$ cat src/rtl/mux_scan_ctrl_if.sv
// Scan controller bus: mux select/data plus bit stream.
// master = controller side, slave = mux/consumer side.
interface mux_scan_ctrl_if #(
  parameter int SEL_W = 8
);
  logic             start;
  logic [SEL_W-1:0] first_idx;
  logic [SEL_W-1:0] last_idx;
  logic             abort;
  logic [SEL_W-1:0] sel;
  logic             mux_out;
  logic             bit_valid;
  logic             bit_ready;
  logic             bit_data;
  logic             bit_last;
  logic             busy;
  logic             done;
  logic [SEL_W:0]   bit_cnt;

  modport master (
    input  start,
    input  first_idx,
    input  last_idx,
    input  abort,
    input  mux_out,
    input  bit_ready,
    output sel,
    output bit_valid,
    output bit_data,
    output bit_last,
    output busy,
    output done,
    output bit_cnt
  );

  modport slave (
    output start,
    output first_idx,
    output last_idx,
    output abort,
    output mux_out,
    output bit_ready,
    input  sel,
    input  bit_valid,
    input  bit_data,
    input  bit_last,
    input  busy,
    input  done,
    input  bit_cnt
  );
endinterface

$ cat src/rtl/mux_scan_ctrl.sv
// Steps the bit-select mux over [first..last] and
// streams each sampled bit out over valid/ready.
module mux_scan_ctrl #(
  parameter int SEL_W   = 8,
  parameter int MUX_LAT = 1
) (
  input  logic           clk,
  input  logic           rst_n,
  mux_scan_ctrl_if.master bus
);

  typedef enum logic [1:0] {
    S_IDLE,
    S_SETTLE,
    S_PRESENT
  } state_t;

  localparam logic [1:0]       LAT_C   = 2'(MUX_LAT);
  localparam logic [1:0]       SET_ONE = 2'd1;
  localparam logic [SEL_W-1:0] IDX_ONE = SEL_W'(1);
  localparam logic [SEL_W:0]   CNT_ONE = (SEL_W+1)'(1);

  state_t           r_state;
  logic [SEL_W-1:0] r_idx;
  logic [SEL_W-1:0] r_last;
  logic [1:0]       r_settle;
  logic             r_valid;
  logic             r_data;
  logic             r_lastf;
  logic             r_busy;
  logic             r_done;
  logic [SEL_W:0]   r_cnt;

  logic w_hs;
  logic w_settled;
  logic w_go;

  assign w_hs      = r_valid & bus.bit_ready;
  assign w_settled = (r_settle == LAT_C);
  assign w_go      = bus.start & ~bus.abort;

  // The mux select is owned solely by the index register.
  assign bus.sel       = r_idx;
  assign bus.bit_valid = r_valid;
  assign bus.bit_data  = r_data;
  assign bus.bit_last  = r_lastf;
  assign bus.busy      = r_busy;
  assign bus.done      = r_done;
  assign bus.bit_cnt   = r_cnt;

  // Scan FSM with all outputs registered.
  always_ff @(posedge clk or negedge rst_n) begin
    if (!rst_n) begin
      r_state  <= S_IDLE;
      r_idx    <= '0;
      r_last   <= '0;
      r_settle <= '0;
      r_valid  <= 1'b0;
      r_data   <= 1'b0;
      r_lastf  <= 1'b0;
      r_busy   <= 1'b0;
      r_done   <= 1'b0;
      r_cnt    <= '0;
    end else begin
      r_done <= 1'b0;
      unique case (r_state)
        S_IDLE: begin
          if (w_go) begin
            r_idx    <= bus.first_idx;
            r_last   <= bus.last_idx;
            r_cnt    <= '0;
            r_busy   <= 1'b1;
            r_settle <= '0;
            r_state  <= S_SETTLE;
          end
        end
        S_SETTLE: begin
          if (bus.abort) begin
            r_busy   <= 1'b0;
            r_settle <= '0;
            r_state  <= S_IDLE;
          end else if (w_settled) begin
            r_data   <= bus.mux_out;
            r_valid  <= 1'b1;
            r_lastf  <= (r_idx == r_last);
            r_settle <= '0;
            r_state  <= S_PRESENT;
          end else begin
            r_settle <= r_settle + SET_ONE;
          end
        end
        S_PRESENT: begin
          // A bit accepted alongside abort still counts.
          if (w_hs) begin
            r_cnt <= r_cnt + CNT_ONE;
          end
          if (bus.abort) begin
            r_valid <= 1'b0;
            r_busy  <= 1'b0;
            r_state <= S_IDLE;
          end else if (w_hs) begin
            r_valid <= 1'b0;
            if (r_lastf) begin
              r_done  <= 1'b1;
              r_busy  <= 1'b0;
              r_state <= S_IDLE;
            end else begin
              r_idx    <= r_idx + IDX_ONE;
              r_settle <= '0;
              r_state  <= S_SETTLE;
            end
          end
        end
        default: begin
          r_valid <= 1'b0;
          r_busy  <= 1'b0;
          r_state <= S_IDLE;
        end
      endcase
    end
  end

endmodule
$ cat src/flat_wrapper.sv
// flat-port wrapper written by rule: the top's interface ports become plain ports
module mux_scan_ctrl_flat 
#(
  parameter int SEL_W   = 8,
  parameter int MUX_LAT = 1
)
  (clk, rst_n, bus_start, bus_first_idx, bus_last_idx, bus_abort, bus_mux_out, bus_bit_ready, bus_sel, bus_bit_valid, bus_bit_data, bus_bit_last, bus_busy, bus_done, bus_bit_cnt);
  mux_scan_ctrl_if #(.SEL_W(SEL_W)) bus_i ();
  input  logic clk;
  input  logic rst_n;
  input wire logic [$bits(bus_i.start)-1:0] bus_start;
  input wire logic [$bits(bus_i.first_idx)-1:0] bus_first_idx;
  input wire logic [$bits(bus_i.last_idx)-1:0] bus_last_idx;
  input wire logic [$bits(bus_i.abort)-1:0] bus_abort;
  input wire logic [$bits(bus_i.mux_out)-1:0] bus_mux_out;
  input wire logic [$bits(bus_i.bit_ready)-1:0] bus_bit_ready;
  output wire logic [$bits(bus_i.sel)-1:0] bus_sel;
  output wire logic [$bits(bus_i.bit_valid)-1:0] bus_bit_valid;
  output wire logic [$bits(bus_i.bit_data)-1:0] bus_bit_data;
  output wire logic [$bits(bus_i.bit_last)-1:0] bus_bit_last;
  output wire logic [$bits(bus_i.busy)-1:0] bus_busy;
  output wire logic [$bits(bus_i.done)-1:0] bus_done;
  output wire logic [$bits(bus_i.bit_cnt)-1:0] bus_bit_cnt;
  assign bus_i.start = bus_start;
  assign bus_i.first_idx = bus_first_idx;
  assign bus_i.last_idx = bus_last_idx;
  assign bus_i.abort = bus_abort;
  assign bus_i.mux_out = bus_mux_out;
  assign bus_i.bit_ready = bus_bit_ready;
  assign bus_sel = bus_i.sel;
  assign bus_bit_valid = bus_i.bit_valid;
  assign bus_bit_data = bus_i.bit_data;
  assign bus_bit_last = bus_i.bit_last;
  assign bus_busy = bus_i.busy;
  assign bus_done = bus_i.done;
  assign bus_bit_cnt = bus_i.bit_cnt;
  mux_scan_ctrl #(.SEL_W(SEL_W), .MUX_LAT(MUX_LAT)) u_core (.clk(clk), .rst_n(rst_n), .bus(bus_i));
endmodule
$ cat config.mk
export PLATFORM = sky130hd
export DESIGN_NAME = mux_scan_ctrl_flat
export DESIGN_NICKNAME = d
export VERILOG_FILES = /design/src/rtl/mux_scan_ctrl_if.sv /design/src/rtl/mux_scan_ctrl.sv /design/src/flat_wrapper.sv
export SDC_FILE = /design/constraint.sdc
export NUM_CORES = 1
export LEC_CHECK = 0
export CAP_MARGIN = 5
export CELL_PAD_IN_SITES_DETAIL_PLACEMENT = 0
export CELL_PAD_IN_SITES_GLOBAL_PLACEMENT = 1
export CORE_ASPECT_RATIO = 0.9
export CORE_MARGIN = 2
export CORE_UTILIZATION = 35
export CTS_BUF_LIST = sky130_fd_sc_hd__clkbuf_8
export CTS_CLUSTER_SIZE = 20
export DETAILED_ROUTE_END_ITERATION = 16
export PLACE_DENSITY_LB_ADDON = 0.1
export SLEW_MARGIN = 0
export SYNTH_ARGS = -nofsm -noshare
export SYNTH_HDL_FRONTEND = slang
export SYNTH_SLANG_ARGS = --single-unit
$ cat constraint.sdc
create_clock -name clk -period 1.7 [get_ports clk]
set_clock_uncertainty 0.05 [all_clocks]
set_input_delay 0.255 -clock clk [delete_from_list [all_inputs] [get_ports clk]]
set_output_delay 0.255 -clock clk [all_outputs]
set_load 0.01 [all_outputs]
==> flow_metrics.py <==
metrics = {
    "clock_network": {
        "ctsResizeCount": 0,
        "clockBufferDepth": 2,
        "postCtsHoldBufs": 0,
        "clock_latency_ns": 0.28,
        "cts-root-buf": "clkbuf_8",
        "clock_sinks": 34,
        "clk_transition_reported_paths_ns": 0.06,
        "cts_max_level": 2,
        "cts_tree": "done",
        "cts_setup_buffers": 0,
        "cts-buffers-inserted": 5,
    },
    "die": {
        "floorplan_die_width_um": 78.68,
        "die_span_in_y_um": 71.21,
        "fp-row-count": 24,
        "io_pins": 44,
        "initial_utilization": 0.3634,
        "coreArea_um2": 4835,
        "die-area_um2": 5602,
    },
    "setup_path": {
        "timing_worst_setup_path_type": "register to primary output",
        "r2r_slack_ns": 0.08,
        "timing.critical_path.buf_inv": 1,
        "reg2regPathDepth": 5,
        "kind_of_capture_point_of_the_worst_setup_path": "primary output",
        "reg2reg_to": "u_core.bus.bit_cnt[8]$_DFFE_PN0P_",
        "worstPathMaxFanout": 6,
        "critPathArrivalTime_ns": 1.35,
        "worst_path_dominant_cell_family": "buffers and inverters",
        "worstPathCellList": "clkdlybuf4s50_1",
        "max_stage_delay_ns": 0.59,
        "crit-reg2reg-launch": "u_core.r_state[0]$_DFFE_PN0P_",
        "worst_setup_startpoint": "u_core.bus.sel[3]$_DFFE_PN0P_",
        "cp_slowest_cell": "clkdlybuf4s50_1",
        "timing.critical_path.required_ns": 1.39,
        "critPathLaunchType": "register",
    },
    "detailed_routing": {
        "antenna_violating_nets_post_route": 0,
        "drt_wl_total_um": 4175,
        "drt-vias-per-instance": 5.069,
        "dr.pass1.iters": 4,
        "via_count": 1465,
        "detail_route.drc_violations": 0,
        "detail_route.wl_per_cell_um": 14.45,
        "drt_iter0_drc": 55,
    },
    "layout": {
        "multi_input_area_um2": 855.8,
        "antenna_cells": 0,
        "area.growth.synth_to_final_pct": 38.82,
        "layout.cells.most_common_list": "clkdlybuf4s50_1 (43), dfrtp_1 (32), buf_4 (16)",
        "post_route_cells_drive_above_1_share": 0.1786,
        "mostFrequentLayoutCell": "clkdlybuf4s50_1",
        "fin_cells": 289,
        "final_net_count": 249,
        "seqCellArea_um2": 853.3,
        "n_fill_cell": 437,
    },
    "synth": {
        "synth_seq_cells": 34,
        "synth-seq-area-share": 0.4843,
        "postSynthAreaPerCell_um2": 10.52,
        "synthArstFlopShare": 1.000,
        "gate_count_after_technology_mapping": 167,
        "postSynthNetCount": 191,
        "synth-warning-count": 0,
        "synth_flop_cell": "dfrtp_1",
        "synth_cell_type_count": 44,
        "synth_edf_count": 0,
        "synthesis.area_um2": 1757,
    },
    "sta": {
        "min_period_ns": 1.658,
        "slew_at_the_pin_closest_to_its_max_slew_limit_ns": 0.4528,
        "slew_headroom": 0.6981,
        "number_of_hold_violations_in_the_final_report": 0,
        "number_of_max_slew_violations_in_the_final_report": 0,
        "max_clock_freq_ghz": 0.6032,
        "final-setup-viol-count": 0,
        "fin_crit_sh": 0.9753,
        "grt_setup_unrepaired": "false",
        "hold-worst-slack_ns": 0.3374,
    },
    "power_and_ir_drop": {
        "internal_power_mw": 2.084,
        "power_frac_comb": 0.380,
        "power.share.sequential": 0.434,
        "power_density_nw_per_um2": 1284,
        "clock_power_share": 0.185,
        "swShare": 0.3343,
        "design_power_total_mw": 3.131,
        "irDropWorstVdd_uv": 719.3,
        "total_leakage_power_nw": 1.033,
        "p_switching_mw": 1.047,
    },
    "worst_hold_path": {
        "hold_path.class": "input pin to asynchronous set/reset pin",
    },
    "global_routing": {
        "first_global_vias": 1517,
        "grt.overflow.total": 0,
        "global_route_wire_length_before_repair_um": 7044,
        "number_of_antenna_violations_at_the_first_check_in_global_routing": 0,
        "grt_util_all_layers": 0.1596,
        "grt_start_max_net_pins": 35,
    },
    "status": {
        "run_status": "complete, no violations",
    },
    "job": {
        "maxCapViolCount": 0,
    },
    "placed_design": {
        "io_buffer_count": 43,
        "numPlacedInstances": 283,
        "routabilityCongestion": 0.7798,
        "detailedPlacementHpwl_um": 3108,
    },
}
## power by group through the flow
stage,sequential [mW],combinational (mW),clock [mW]
detailed placement,1.37,1.20,0
global placement,1.36,1.17,0
global route,1.40,1.31,0.643
CTS,1.36,1.20,0.610
finish,1.36,1.19,0.581
floorplan,1.32,0.706,0
## flip-flops by register name, summed over array words and instances (netlist names)
name / cells
u_core.bus.bit_cnt: 9
u_core.bus.sel: 8
u_core.bus.busy: 1
u_core.bus.done: 1
u_core.r_last: 8
u_core.r_state: 2
u_core.bus.bit_valid: 1
u_core.bus.bit_data: 1
u_core.bus.bit_last: 1
u_core.r_settle: 2
## synth_stat cells (2+ instances only)
cell type	number	area, um^2
o22a_1	2	17.52
and3_1	4	25.02
o21ai_0	9	45.04
nor2_1	12	45.04
o21ai_1	3	15.01
inv_1	4	15.01
or3_1	2	12.51
mux2_2	10	112.6
dfrtp_1	34	850.8
nor2b_1	3	18.77
o32ai_1	2	17.52
xnor2_1	8	70.07
a21oi_1	9	45.04
a2bb2oi_1	3	26.28
xor2_1	5	43.79
nand2_1	12	45.04
clkbuf_1	2	7.510
nand4_1	6	37.54
a31oi_1	2	12.51
buf_2	3	15.01
nand3_1	8	40.04
ha_1	2	25.02
## per-stage QoR
| step | setup TNS, ns | setup slack (ns) | utilization | cell area [um^2] |
|---|---|---|---|---|
| 2_1_floorplan | 0 | 0.02263 | - | 1780 |
| 3_3_place_gp | -3.402 | -0.2033 | 0.4868 | 2354 |
| 3_5_place_dp | -3.971 | -0.2334 | 0.4868 | 2354 |
| 4_1_cts | 0 | 0.01137 | 0.5039 | 2436 |
| 5_1_grt | 0 | 0.002974 | 0.5044 | 2439 |
| 6_report | 0 | 0.04204 | 0.5044 | 2439 |
## layout make-up
type                    instances  area share
multi-input cells             121      0.3509
flip-flops and latches         34      0.3499
repair buffers                 59      0.2258
clock buffers                   6     0.03386
well taps                      65     0.03335
inverters                       4    0.006157
## cell families (layout without fill, tap and decap cells)
logic type	Yosys count	count (layout)	synth area share
XOR/XNOR	13	13	0.06482
buffers and inverters	12	69	0.03490
flip-flops	34	34	0.4843
adder cells (fa/ha/maj)	2	2	0.01424
multiplexers	11	11	0.06980
AO/OA/AOI/OAI	41	41	0.1631
AND/OR/NAND/NOR	54	54	0.1688
## how the worst max path moves through the flow
stage | endpoint | slack, ns | depth (start not counted)
after floorplan | u_core.r_last[0]$_DFFE_PN0P_ | 0.02 | 4
after global placement | u_core.r_last[1]$_DFFE_PN0P_ | -0.20 | 4
after detailed placement | u_core.r_last[2]$_DFFE_PN0P_ | -0.23 | 4
after CTS | bus_sel[4] | 0.01 | 1
after global routing | u_core.r_last[2]$_DFFE_PN0P_ | 0.003 | 4
final | bus_sel[3] | 0.04 | 1
## routing by layer
metal,vias to the layer above,part of all wire,GRT usage
met5,-,0,0
li1,723,-,-
met2,29,0.48,0.2612
met1,706,0.47,0.2111
met3,7,0.037,0.03275
met4,0,0.013,0.05848
Power figures use the tool's default switching activity.
